File: config.mk
export PLATFORM = sky130hd
export DESIGN_NAME = mvm_arbiter
export DESIGN_NICKNAME = d
export VERILOG_FILES = /design/src/rtl/mvm_arbiter.sv
export SDC_FILE = /design/constraint.sdc
export NUM_CORES = 1
export LEC_CHECK = 0
export BUFFER_PORTS_ARGS = -buffer_cell sky130_fd_sc_hd__buf_4
export CORE_MARGIN = 4
export CORE_UTILIZATION = 39
export DETAILED_ROUTE_END_ITERATION = 10
export GPL_ROUTABILITY_DRIVEN = 0
export PLACE_DENSITY = 0.9
export SETUP_SLACK_MARGIN = 0.05
export SLEW_MARGIN = 20
export SYNTH_ARGS = -nofsm -noshare
export SYNTH_HDL_FRONTEND = slang
export SYNTH_SLANG_ARGS = --single-unit
File: constraint.sdc
create_clock -name clk -period 4.5 [get_ports clk]
set_input_delay 0.675 -clock clk [delete_from_list [all_inputs] [get_ports clk]]
set_output_delay 0.675 -clock clk [all_outputs]
set_load 0.05 [all_outputs]
File: src/rtl/mvm_arbiter.sv
// Two-requester arbiter that time-shares one matrix-vector engine.
// Keeps track of which requester owns the matrix resident in the engine.
module mvm_arbiter #(
   parameter int K = 8,
   parameter int B = 16
) (
   input  logic           clk,
   input  logic           reset,
   input  logic           req0,
   input  logic           req1,
   input  logic           mat0,
   input  logic           mat1,
   input  logic           in_valid0,
   input  logic           in_valid1,
   input  logic [B-1:0]   in_data0,
   input  logic [B-1:0]   in_data1,
   output logic           in_ready0,
   output logic           in_ready1,
   output logic           grant0,
   output logic           grant1,
   output logic           nack0,
   output logic           nack1,
   output logic           err0,
   output logic           err1,
   output logic           out_valid0,
   output logic           out_valid1,
   output logic [2*B-1:0] out_data0,
   output logic [2*B-1:0] out_data1,
   output logic           eng_loadMatrix,
   output logic           eng_loadVector,
   output logic           eng_start,
   output logic [B-1:0]   eng_data_in,
   input  logic           eng_done,
   input  logic [2*B-1:0] eng_data_out,
   output logic [2:0]     dbg_state
);

   // Handshake: a requester holds req until it sees grant (accepted) or
   // nack (rejected); input words are consumed whenever in_ready is high,
   // and a low in_valid while in_ready is high is a gap, never a stall.

   localparam int MM = K * K;
   localparam int CW = (MM > 1) ? $clog2(MM) : 1;

   typedef enum logic [2:0] {
      IDLE, M_CMD, M_LOAD, V_CMD, V_LOAD, START, WAIT, DRAIN
   } state_t;

   state_t        state, state_n;
   logic [CW-1:0] cnt, cnt_n;
   logic          own, own_n;
   logic          prio, prio_n;
   logic          mval, mval_n;
   logic          mown, mown_n;
   logic [1:0]    err_q, err_n;
   logic [1:0]    nack_q, nack_n;
   logic [1:0]    req, mat, iv;
   logic          pick;
   logic          loading;
   logic          busy;

   assign req = {req1, req0};
   assign mat = {mat1, mat0};
   assign iv  = {in_valid1, in_valid0};

   always_ff @(posedge clk) begin
      if (!reset) begin
         state  <= IDLE;
         cnt    <= '0;
         own    <= 1'b0;
         prio   <= 1'b0;
         mval   <= 1'b0;
         mown   <= 1'b0;
         err_q  <= '0;
         nack_q <= '0;
      end else begin
         state  <= state_n;
         cnt    <= cnt_n;
         own    <= own_n;
         prio   <= prio_n;
         mval   <= mval_n;
         mown   <= mown_n;
         err_q  <= err_n;
         nack_q <= nack_n;
      end
   end

   always_comb begin
      state_n        = state;
      cnt_n          = cnt;
      own_n          = own;
      prio_n         = prio;
      mval_n         = mval;
      mown_n         = mown;
      err_n          = err_q;
      nack_n         = '0;
      loading        = 1'b0;
      eng_loadMatrix = 1'b0;
      eng_loadVector = 1'b0;
      eng_start      = 1'b0;
      eng_data_in    = '0;
      pick           = (req == 2'b11) ? prio : req[1];

      case (state)
         IDLE: begin
            // Selection pauses while a nack is shown so the rejected
            // requester has a cycle to drop its request.
            if (req != 2'b00 && nack_q == 2'b00) begin
               prio_n = ~pick;
               if (!mat[pick] && !(mval && mown == pick)) begin
                  nack_n[pick] = 1'b1;
               end else begin
                  own_n       = pick;
                  err_n[pick] = 1'b0;
                  state_n     = mat[pick] ? M_CMD : V_CMD;
               end
            end
         end
         M_CMD: begin
            eng_loadMatrix = 1'b1;
            mval_n         = 1'b0;
            state_n        = M_LOAD;
         end
         M_LOAD: begin
            loading = 1'b1;
            if (cnt == CW'(MM - 1)) begin
               cnt_n   = '0;
               mval_n  = 1'b1;
               mown_n  = own;
               state_n = V_CMD;
            end else begin
               cnt_n = cnt + 1'b1;
            end
         end
         V_CMD: begin
            eng_loadVector = 1'b1;
            state_n        = V_LOAD;
         end
         V_LOAD: begin
            loading = 1'b1;
            if (cnt == CW'(K - 1)) begin
               cnt_n   = '0;
               state_n = START;
            end else begin
               cnt_n = cnt + 1'b1;
            end
         end
         START: begin
            eng_start = 1'b1;
            state_n   = WAIT;
         end
         WAIT: begin
            if (eng_done) state_n = DRAIN;
         end
         DRAIN: begin
            if (cnt == CW'(K - 1)) begin
               cnt_n   = '0;
               state_n = IDLE;
            end else begin
               cnt_n = cnt + 1'b1;
            end
         end
         default: state_n = IDLE;
      endcase

      // A gap forwards zero and flags the owner; the phase length is fixed.
      if (loading) begin
         if (iv[own]) eng_data_in = own ? in_data1 : in_data0;
         else         err_n[own]  = 1'b1;
      end
   end

   assign busy       = (state != IDLE);
   assign grant0     = busy && !own;
   assign grant1     = busy && own;
   assign in_ready0  = loading && !own;
   assign in_ready1  = loading && own;
   assign out_valid0 = (state == DRAIN) && !own;
   assign out_valid1 = (state == DRAIN) && own;
   assign out_data0  = out_valid0 ? eng_data_out : '0;
   assign out_data1  = out_valid1 ? eng_data_out : '0;
   assign nack0      = nack_q[0];
   assign nack1      = nack_q[1];
   assign err0       = err_q[0];
   assign err1       = err_q[1];
   assign dbg_state  = state;

endmodule

==> metrics.yaml <==
cts:
  cts_buffer_depth: 2
  cts_sinks: 17
  clock-root-buffer: "clkbuf_8"
  cts_buffers: 3
  cts.clk_slew.worst_paths_ns: 0.07
  htree_levels: 1
  clkLatencyLatePin_ns: 0.26
  postCtsSetupBuffers: 0
  tritoncts: "yes"
  cts_resized: 0
  ctsHoldBuffers: 0
place:
  port_buffers: 168
  place_ws_ns: 1.67
  hpwl_um: 5740
yosys:
  ys_warn_count: 0
  synth_cells: 232
  synth-adder-area-share_pct: 0.735
  syn_area_per_cell_sq_um: 7.33
  ys_ff_latch: 17
  syn_nets: 306
  ys_top_cells_by_area: "and2_1 (24%), dfxtp_1 (20%), mux2i_1 (11%)"
  synth_top_area_share_pct: 23.9
  synth-simple-area-share_pct: 47.2
  synth_cell_types: 41
  muxShareOfSynthArea_pct: 11.3
  synth_top_family_by_area: "simple AND/OR/NAND/NOR gates"
  synth-xor-area-share_pct: 3.60
  synth.largest_area_cell: "and2_1"
  synthesis.area_sq_um: 1700
  ys_seq_area_share_pct: 20.0
  synth_compound_area_share_pct: 12.0
run:
  maxCapViolCount: 0
detailed_routing:
  drt-total-wl_um: 6800
  dr_total_vias: 2152
  first_pass_iters: 4
  drcViolationCount: 0
  wl_per_cell_um: 15.5
  first_iter_violations: 79
  ant_nets: 0
  vias_per_cell: 4.89
setup_path:
  crit_type: "reg -> out"
  cp.arrival_ns: 2.49
  r2r_slack_ns: 2.61
  cp-start-kind: "flip-flop"
  crit_required_ns: 3.83
  crit_fanout: 33
  cp-end-kind: "output pin"
timing:
  fin_crit_sh_pct: 70.4
  rsz0062_at_grt: "no"
  tns_ns: 0
  fin_ws_ns: 1.33
  setup_violations: 0
  fin_crit_ns: 3.17
  drv_slew: 0
  fin_worst_skew_ns: 0.00709
  relSlewSlack_pct: 42.4
  worst_pin_slew_ns: 0.864
  fmax_ghz: 0.316
  final-hold-violation-count: 0
  whs_ns: 0.495
global_routing:
  grt_first_pass_wirelength_um: 9620
  grt_pass1_vias: 2045
  grt_util_met3_pct: 8.11
  grt.overflow.total: 0
  grt_max_degree: 34
  use_met2_pct: 42.2
  top_usage_layer: "met2"
  use_met1_pct: 23.0
  antenna_found_initial: 0
  grt.total_usage_pct: 22.2
layout:
  register_area_sq_um: 340
  layout_commonest_cell: "buf_4"
  drive_above_1_share_pct: 47.4
  layout_common_cells: "buf_4 (170), and2_1 (65), nor2_1 (31), mux2i_1 (18), dfxtp_1 (17)"
  antenna_cells: 0
  multi_input_area_sq_um: 1280
  area_growth_syn_to_layout_pct: 77.4
  fillers: 317
  fin_nets: 465
floorplan:
  dieArea_sq_um: 5480
  start_util_pct: 41.3
  io_pins: 169
  die_w_um: 74.1
  rows: 23
  core_area_sq_um: 4120
  chipHeight_um: 74.1
power:
  cellLeakagePower_nw: 1.52
  max-vdd-ir-drop_mv: 0.359
  pwr_density_cell_nw_per_um2: 323
min_path:
  hp-class: "reg -> reg"
outcome:
  status: "completed"
==> stage by stage <==
step	power [mW]	util [%]	area [sq um]	instances
finish	0.974	73.3	3020	440
global route	1.03	73.3	3020	440
CTS	0.981	73.3	3020	440
detailed placement	0.861	72.2	2970	436
global placement	0.850	72.2	2970	436
floorplan	0.680	-	1700	232
==> sequential cells by signal (all words and copies together) (netlist names) <==
register,count
dbg_state,3
nack_q,2
own,1
mown,1
err_q,2
cnt,6
prio,1
mval,1
==> cell type report <==
class                      count  share of cell area [%]
inverter                       4                   0.498
clock buffer                   3                    1.37
clock inverter                 1                   0.166
sequential                    17                    11.3
multi-input combinational    195                    42.3
timing repair buffer         170                    42.3
tap                           50                    2.07
==> cell families after synthesis <==
kind of cell / count (synthesis)
adder cells (fa/ha/maj): 1
buffers and inverters: 20
AO/OA/AOI/OAI: 26
flip-flops: 17
multiplexers: 19
AND/OR/NAND/NOR: 142
XOR/XNOR: 7
==> synth_stat cells (all sizes together) <==
library cell,instances
and2b,1
mux2,1
nor2b,5
nand4,3
buf,6
a21oi,4
a41oi,1
nor3b,3
and3,1
clkbuf,10
nand3,4
nor3,5
and2,65
or2,1
o21ai,6
inv,4
nor2,31
nor4,3
nor4b,2
xnor2,5
dfxtp,17
or4,1
a21boi,1
a21bo,1
o21a,4
a221o,1
o41ai,3
a22oi,1
xor2,2
mux2i,18
a21o,1
a31oi,3
nand2,13
nand2b,4
ha,1
==> worst max-delay path, stage by stage, from the launching register on <==
cell and delay, ns:
dfxtp_1 0.78, and2_1 0.25, and3_1 0.74, and2_1 0.26, buf_4 0.21
==> final timing paths <==
check	from	depth (start not counted)	to
max reg2reg	dbg_state[1]	5	err_q[1]
min	cnt[1]	2	cnt[1]
max	dbg_state[0]	4	out_data1[7]
min reg2reg	cnt[1]	2	cnt[1]
==> layer usage <==
layer  vias to the layer above  part of all wire, %  wire [um]
met4                         0                  2.0        135
met3                        12                   12        800
met2                       104                   52       3500
met5                         -                    0          0
li1                       1093                    -          -
met1                       943                   35       2360
==> where the power goes <==
group	leakage, nW	switching, mW	internal, mW	total (mW)
Combinational	1.36	0.390	0.227	0.617
Sequential	0.138	0.0659	0.175	0.240
Clock	0.0255	0.0556	0.0615	0.117
Total	1.52	0.511	0.463	0.974
No activity file was read; power rests on OpenSTA's default activity.
